===== src/rtl/uart_tx_port_if.sv =====
// uart_tx_port_if: CPU store/load bus seen by the UART transmitter port
interface uart_tx_port_if;
    logic [7:0] Address;
    logic [7:0] WD;
    logic       WE;
    logic [7:0] RD;
    modport master (output Address, output WD, output WE, input RD);
    modport slave  (input Address, input WD, input WE, output RD);
endinterface


===== src/rtl/uart_tx_port.sv =====
// uart_tx_port: memory-mapped UART transmitter (FIFO + 8N1 serializer); define UART_TX_PARITY_EN for 8E1 framing
module uart_tx_port #(
    parameter int         CLK_FREQ  = 50_000_000,
    parameter int         BAUD      = 115200,
    parameter int         DEPTH     = 4,
    parameter logic [7:0] TX_ADDR   = 8'hFC,
    parameter logic [7:0] STAT_ADDR = 8'hFD
) (
    input  logic          clk,
    input  logic          rst,
    uart_tx_port_if.slave bus,
    output logic          TXD,
    output logic          Busy,
    output logic          Full
);
    localparam int CPB = CLK_FREQ / BAUD;
    localparam int AW  = $clog2(DEPTH);
    localparam int TW  = $clog2(CPB);
    localparam logic [TW-1:0] T_MAX    = TW'(CPB - 1);
    localparam logic [AW:0]   FULL_CNT = DEPTH[AW:0];
`ifdef UART_TX_PARITY_EN
    typedef enum logic [2:0] {IDLE, START, DATA, PARITY, STOP} state_t;
`else
    typedef enum logic [1:0] {IDLE, START, DATA, STOP} state_t;
`endif
    state_t        state, state_n;
    logic [7:0]    mem [DEPTH];
    logic [AW-1:0] wp, rp;
    logic [AW:0]   count;
    logic [TW-1:0] timer, timer_n;
    logic [2:0]    bit_idx, bit_idx_n;
    logic [7:0]    shreg, shreg_n;
    logic          ovf, txd_n, push, pop, tick_end;
`ifdef UART_TX_PARITY_EN
    logic          par;
`endif

    assign tick_end = timer == T_MAX;
    assign Full     = count == FULL_CNT;
    assign Busy     = state != IDLE || count != '0;
    assign push     = bus.WE && bus.Address == TX_ADDR && !Full;
    assign pop      = state == IDLE && count != '0;
    assign bus.RD   = bus.Address == STAT_ADDR ? {5'b0, ovf, Full, Busy} : 8'h00;

    // FIFO data array; storage needs no reset since occupancy gates every read
    always_ff @(posedge clk) begin
        if (push) mem[wp] <= bus.WD;
    end

    // FIFO pointers, occupancy and sticky overflow (set by a store while full, cleared by a store to status)
    always_ff @(posedge clk or negedge rst) begin
        if (!rst) begin
            wp    <= '0;
            rp    <= '0;
            count <= '0;
            ovf   <= 1'b0;
        end else begin
            if (push) wp <= wp + 1'b1;
            if (pop) rp <= rp + 1'b1;
            count <= count + {{AW{1'b0}}, push} - {{AW{1'b0}}, pop};
            if (bus.WE && bus.Address == TX_ADDR && Full) ovf <= 1'b1;
            else if (bus.WE && bus.Address == STAT_ADDR) ovf <= 1'b0;
        end
    end

    // serializer state; reset forces the line idle at once, aborting any frame
    always_ff @(posedge clk or negedge rst) begin
        if (!rst) begin
            state   <= IDLE;
            timer   <= '0;
            bit_idx <= '0;
            shreg   <= '0;
            TXD     <= 1'b1;
`ifdef UART_TX_PARITY_EN
            par     <= 1'b0;
`endif
        end else begin
            state   <= state_n;
            timer   <= timer_n;
            bit_idx <= bit_idx_n;
            shreg   <= shreg_n;
            TXD     <= txd_n;
`ifdef UART_TX_PARITY_EN
            if (pop) par <= ^mem[rp];
`endif
        end
    end

    // next-state and next line level; the bit timer restarts on every bit boundary
    always_comb begin
        state_n   = state;
        timer_n   = tick_end ? '0 : timer + 1'b1;
        bit_idx_n = bit_idx;
        shreg_n   = shreg;
        txd_n     = TXD;
        case (state)
            IDLE: begin
                timer_n = '0;
                if (pop) begin
                    state_n = START;
                    shreg_n = mem[rp];
                    txd_n   = 1'b0;
                end
            end
            START: if (tick_end) begin
                state_n   = DATA;
                bit_idx_n = '0;
                txd_n     = shreg[0];
            end
            DATA: if (tick_end) begin
                if (bit_idx == 3'd7) begin
`ifdef UART_TX_PARITY_EN
                    state_n = PARITY;
                    txd_n   = par;
`else
                    state_n = STOP;
                    txd_n   = 1'b1;
`endif
                end else begin
                    bit_idx_n = bit_idx + 1'b1;
                    shreg_n   = shreg >> 1;
                    txd_n     = shreg[1];
                end
            end
`ifdef UART_TX_PARITY_EN
            PARITY: if (tick_end) begin
                state_n = STOP;
                txd_n   = 1'b1;
            end
`endif
            STOP: if (tick_end) begin
                state_n = IDLE;
                txd_n   = 1'b1;
            end
            default: state_n = IDLE;
        endcase
    end
endmodule


===== src/flat_wrapper.sv =====
// flat-port wrapper written by rule: the top's interface ports become plain ports
module uart_tx_port_flat 
#(
    parameter int         CLK_FREQ  = 50_000_000,
    parameter int         BAUD      = 115200,
    parameter int         DEPTH     = 4,
    parameter logic [7:0] TX_ADDR   = 8'hFC,
    parameter logic [7:0] STAT_ADDR = 8'hFD
)
  (clk, rst, TXD, Busy, Full, bus_Address, bus_WD, bus_WE, bus_RD);
  uart_tx_port_if bus_i ();
  input  logic clk;
  input  logic rst;
  output logic TXD;
  output logic Busy;
  output logic Full;
  input wire logic [$bits(bus_i.Address)-1:0] bus_Address;
  input wire logic [$bits(bus_i.WD)-1:0] bus_WD;
  input wire logic [$bits(bus_i.WE)-1:0] bus_WE;
  output wire logic [$bits(bus_i.RD)-1:0] bus_RD;
  assign bus_i.Address = bus_Address;
  assign bus_i.WD = bus_WD;
  assign bus_i.WE = bus_WE;
  assign bus_RD = bus_i.RD;
  uart_tx_port #(.CLK_FREQ(CLK_FREQ), .BAUD(BAUD), .DEPTH(DEPTH), .TX_ADDR(TX_ADDR), .STAT_ADDR(STAT_ADDR)) u_core (.clk(clk), .rst(rst), .bus(bus_i), .TXD(TXD), .Busy(Busy), .Full(Full));
endmodule

===== config.mk =====
export PLATFORM = sky130hd
export DESIGN_NAME = uart_tx_port_flat
export DESIGN_NICKNAME = d
export VERILOG_FILES = /design/src/rtl/uart_tx_port_if.sv /design/src/rtl/uart_tx_port.sv /design/src/flat_wrapper.sv
export SDC_FILE = /design/constraint.sdc
export NUM_CORES = 1
export LEC_CHECK = 0
export ABC_AREA = 1
export BUFFER_PORTS_ARGS = -buffer_cell sky130_fd_sc_hd__buf_2
export CAP_MARGIN = 20
export CORE_AREA = 3 3 71 86
export DETAILED_ROUTE_END_ITERATION = 10
export DIE_AREA = 0 0 74 89
export PLACE_DENSITY = 0.78
export SYNTH_ARGS = -nofsm -noshare
export SYNTH_HDL_FRONTEND = slang
export SYNTH_SLANG_ARGS = --single-unit

===== constraint.sdc =====
create_clock -name clk -period 2.55 [get_ports clk]
set_input_delay 0.255 -clock clk [delete_from_list [all_inputs] [get_ports clk]]
set_output_delay 0.255 -clock clk [all_outputs]
set_load 0.01 [all_outputs]

## Yosys cells after proc, flatten, opt, wreduce, memory -nomap -nowiden

Memories as Yosys holds them, arrays and structs flattened.
Cells that the tools add are included.

| cells by class | value |
|---|---|
| $add $sub $neg | 6 |
| equal/unequal tests | 14 |
| mux-type cells | 27 |
| reduce and logical (&&, ||, !) cells | 17 |

Operators by type and width:

| operator | number |
|---|---|
| $mux 8 | 3 |
| $mux 9 | 2 |
| $eq 8x8->1 const B | 2 |
| $pmux 8 s2 | 1 |
| $mux 3 | 4 |
| $reduce_and 4->1 | 3 |
| $mux 2 | 5 |
| $ne 2x1->1 const B | 5 |
| $add 9x1->9 const B | 1 |
| $eq 9x9->1 const B | 1 |
| $mux 1 | 9 |
| $pmux 2 s4 | 1 |
| $reduce_bool 2->1 | 4 |
| $eq 3x3->1 const B | 2 |
| $pmux 3 s2 | 1 |
| $logic_and 1x1->1 | 5 |
| $reduce_and 5->1 | 1 |
| $add 2x1->2 const B | 2 |
| $eq 2x2->1 const B | 2 |
| $pmux 1 s4 | 1 |
| $add 3x1->3 | 1 |
| $add 3x1->3 const B | 1 |
| $reduce_bool 3->1 | 1 |
| $sub 3x1->3 | 1 |
| 5 further kinds | 5 |

| word-level totals | value |
|---|---|
| register bits | 31 |
| memory bits (writable) | 32 |
| memories kept | 1 |

Memories:

| name | words | width | rd ports | clocked after memory_dff | wr ports | line | RTL |
|---|---|---|---|---|---|---|---|
| u_core.mem | 4 | 8 | 1 | 0 | 1 | uart_tx_port.sv:27 | `logic [7:0] mem [DEPTH];` |

## Longest topological paths before layout

| logic depth | value |
|---|---|
| depth in word-level cells | 5 |
| mapped depth | 11 |
| depth with buffers taken out | 11 |

## Worst setup path after synthesis

Ideal clock, no wire load.

| path | value |
|---|---|
| path type | register to register |
| from | register u_core.state[0] |
| to | register u_core.count[2] |
| setup time | 0.123 ns |
| arrival | 1.884 ns |
| setup slack | 0.543 ns |
| cell stages (with the launch flop) | 12 |
| clock period less this slack | 2.007 ns |
| path through | dfrtp_1 > inv_1 > ha_1 > buf_4 > nand2_1 > inv_1 > ha_1 > inv_1 > ha_1 > inv_1 > fa_1 > xnor2_1 |

| on the way | value |
|---|---|
| longest elaborated chain between the ends | 3 |

Ends and longest elaborated chain:

| what | line | RTL |
|---|---|---|
| start: declaration | uart_tx_port.sv:26 | `state_t state, state_n;` |
| start signal: assignment | uart_tx_port.sv:78 | `state <= state_n;` |
| $logic_not 2->1 | uart_tx_port.sv:42 | `assign pop = state == IDLE && count != '0;` |
| $logic_and 1x1->1 | uart_tx_port.sv:42 |  |
| net u_core.pop | uart_tx_port.sv:33 | `logic ovf, txd_n, push, pop, tick_end;` |
| $sub 3x1->3 | uart_tx_port.sv:60 | `count <= count + {{AW{1'b0}}, push} - {{AW{1'b0}}, pop};` |
| end signal: assignment | uart_tx_port.sv:60 |  |
| end: declaration | uart_tx_port.sv:29 | `logic [AW:0] count;` |

The timed path passes the listed nets, and every way through them passes these cells.
A chain may end at the register's enable or synchronous reset.

## Final worst setup path

| path | value |
|---|---|
| from | register u_core.state[0] |
| to | register u_core.count[1] |

Same word-level chain as after synthesis.

==> impl_metrics.json <==
{
  "ys_seq_area_share_pct": 55.4,
  "drt_iter0_drc": 169,
  "cts.repair.resized": 0,
  "grt_start_max_net_pins": 32,
  "critPathTopFamily": "adder cells",
  "path_clk_slew_ns": 0.07,
  "fmax_mhz": 486,
  "cts_setup_buffers": 0,
  "synthCells": 339,
  "nNetsFinal": 407,
  "clockPowerShare_pct": 44.9,
  "finalSetupTns_ns": 0,
  "synth_cell_types": 31,
  "ys_warn_count": 0,
  "dr.max_layer_used": "met4",
  "grt_first_pass_wirelength_microns": 9570,
  "p_comb_share_pct": 3.4,
  "core_sq_um": 5330,
  "grt_pass1_vias": 2181,
  "skew_ns": 0.00729,
  "start_kind": "flop",
  "ctsHtreeMaxLevel": 3,
  "tritoncts": "built",
  "routedWlPerCell_microns": 13.0,
  "clk_latency_ns": 0.34,
  "power_switching_share_pct": 21.5,
  "leakagePower_nw": 1.69,
  "hp-class": "input port to flop",
  "grt_usage_pct": 19.5,
  "io_pins": 30,
  "worstPathCellList": "inv_1 -> ha_1 -> nand2_1 -> inv_1 -> ha_1 -> inv_1 -> ha_1 -> inv_1 -> fa_1 -> inv_1",
  "dp.cells": 422,
  "final_layout_size_suffix_gt1_share_pct": 16.7,
  "layout_commonest_cell": "nand2_1",
  "switchingPower_uw": 456,
  "drt-total-wl_microns": 5700,
  "p_per_area_nw_per_um2": 599,
  "die_w_microns": 74,
  "cp.required_ns": 2.79,
  "crit_path_max_incr_delay_ns": 0.47,
  "syn_area_sq_um": 3130,
  "seq_power_share_pct": 51.7,
  "fin_crit_ns": 2.06,
  "finalNonFillerCells": 439,
  "wl_met2_microns": 2940,
  "path_buf_inv": 5,
  "cts_made_buffers": 9,
  "slew_violations": 0,
  "clockBufferDepth": 2,
  "port_buffers": 24,
  "area_growth_pct": 12.8,
  "max-vdd-ir-drop_uv": 494,
  "maxSlewHeadroom_pct": 54.0,
  "place_hpwl_microns": 4000,
  "cts_sinks": 63,
  "arrival_ns": 2.30,
  "critical_path_class": "flop to flop",
  "vias": 2278,
  "crit_path_max_fanout": 4,
  "hold_violations": 0,
  "max-cap-violations": 0,
  "cts_root_buf": "clkbuf_8",
  "gp_congestion": 0.852,
  "fin_crit_sh_pct": 80.6,
  "final-setup-viol-count": 0,
  "status": "complete, no violations",
  "antenna_found_initial": 0,
  "crit_top_cell": "inv_1",
  "vias_per_cell": 5.19,
  "rows": 29,
  "synth.avg_cell_area_sq_um": 9.25,
  "die_area_sq_um": 6590,
  "wl_met3_microns": 215,
  "internal_power_mw": 1.66,
  "slowest_stage": "fa_1",
  "ys_seq_elements": 63,
  "die_h_microns": 89,
  "drcViolationCount": 0,
  "worst_slew_pin_slew_ns": 0.690,
  "n_antenna_cell": 0,
  "antenna_left": 0,
  "layout_common_cells": "105 x nand2_1, 42 x nand3_1, 32 x edfxtp_1",
  "grt_setup_unrepaired": "no",
  "gr-total-overflow": 0,
  "firstDrtPassIters": 4,
  "crit_path_end_kind": "flop",
  "drt-met1-wl_microns": 2440,
  "start_util_pct": 58.8
}
==> cell families (layout without fill, tap and decap cells) <==
family | count (synthesis) | in the layout | synth area share, %
xor gates and xnor gates | 5 | 5 | 1.40
adders and majority gates | 16 | 16 | 6.63
and+or+nand+nor | 194 | 194 | 27.5
buffers and inverters | 49 | 83 | 7.07
other | 1 | 5 | 0.120
AOI/OAI and AO/OA | 11 | 11 | 1.88
DFF | 63 | 63 | 55.4
==> layout make-up <==
type                            count  area (sq um)
Clock buffer                        9           124
Clock inverter                      7          97.6
Fill cell                         403          1800
Inverter                           37           141
Multi-Input combinational cell    231          1190
Sequential cell                    63          1740
Tap cell                           62          77.6
Timing Repair Buffer               30           168
==> through the flow <==
stage	hold WS, ns	setup WS (ns)	util, %	instance area [sq um]	total power [mW]
2_1_floorplan	-0.0406	0.543	-	3150	1.16
3_3_place_gp	0.335	0.611	62.0	3300	1.19
3_5_place_dp	0.341	0.529	62.0	3300	1.19
4_1_cts	0.108	0.500	66.3	3540	2.14
5_1_grt	0.109	0.390	66.3	3540	2.20
6_report	0.119	0.494	66.3	3540	2.12
==> cells in the mapped netlist (all sizes together) <==
cell	count	area [sq um]
nand2	110	435
nand3	44	238
inv	37	141
edfxtp	32	961
nor2	31	134
dfrtp	30	751
ha	15	188
buf	12	80.1
o21ai	7	35.0
nand4	4	25.0
nor3	3	15.0
xnor2	3	26.3
a21oi	2	10.0
xor2	2	17.5
a31oi	1	6.26
and3	1	6.26
conb	1	3.75
dfstp	1	26.3
fa	1	20.0
nand3b	1	7.51
o31ai	1	7.51
==> metal layers <==
| metal | up-vias | global-route usage [%] |
|---|---|---|
| met5 | - | 0 |
| met2 | 40 | 31.5 |
| met3 | 13 | 6.30 |
| met4 | 0 | 7.91 |
| li1 | 1148 | - |
| met1 | 1077 | 24.1 |
==> power groups by stage <==
stage	logic (mW)	clock network [mW]	registers, mW
after floorplan	0.0459	0	1.11
after global placement	0.0708	0	1.12
after detailed placement	0.0728	0	1.12
after CTS	0.0744	0.972	1.10
after global routing	0.0873	1.02	1.10
final	0.0728	0.951	1.10
==> timing repair <==
action | CTS | global route
setup endpoints to repair | 0 | 0
hold endpoints to repair | 30 | 0
hold buffers | 1 | 0
==> sequential cells by signal (all words and copies together) (netlist names) <==
name,count
u_core.mem,32
u_core.count,3
u_core.TXD,1
u_core.shreg,8
u_core.ovf,1
u_core.state,2
u_core.rp,2
u_core.timer,9
u_core.bit_idx,3
u_core.wp,2
==> worst register-to-register path, stage by stage, from the launching register on <==
cell and delay, ns:
dfrtp_1 0.42, inv_1 0.10, ha_1 0.24, nand2_1 0.10, inv_1 0.06, ha_1 0.29
inv_1 0.06, ha_1 0.13, inv_1 0.05, fa_1 0.47, inv_1 0.04
==> path summary, 6_finish.rpt <==
path	start	to	slack (ns)	cells past startpoint
max	u_core.state[0]	u_core.count[1]	0.49	10
min reg2reg	u_core.TXD	u_core.TXD	0.47	2
min	bus_WD[5]	u_core.mem[3][5]	0.12	1
max reg2reg	u_core.state[0]	u_core.count[1]	0.49	10
max in group asynchronous	rst	u_core.wp[1]	1.62	2
min in group asynchronous	rst	u_core.timer[8]	0.49	2
Note: power is estimated with default switching activity, not from simulation.
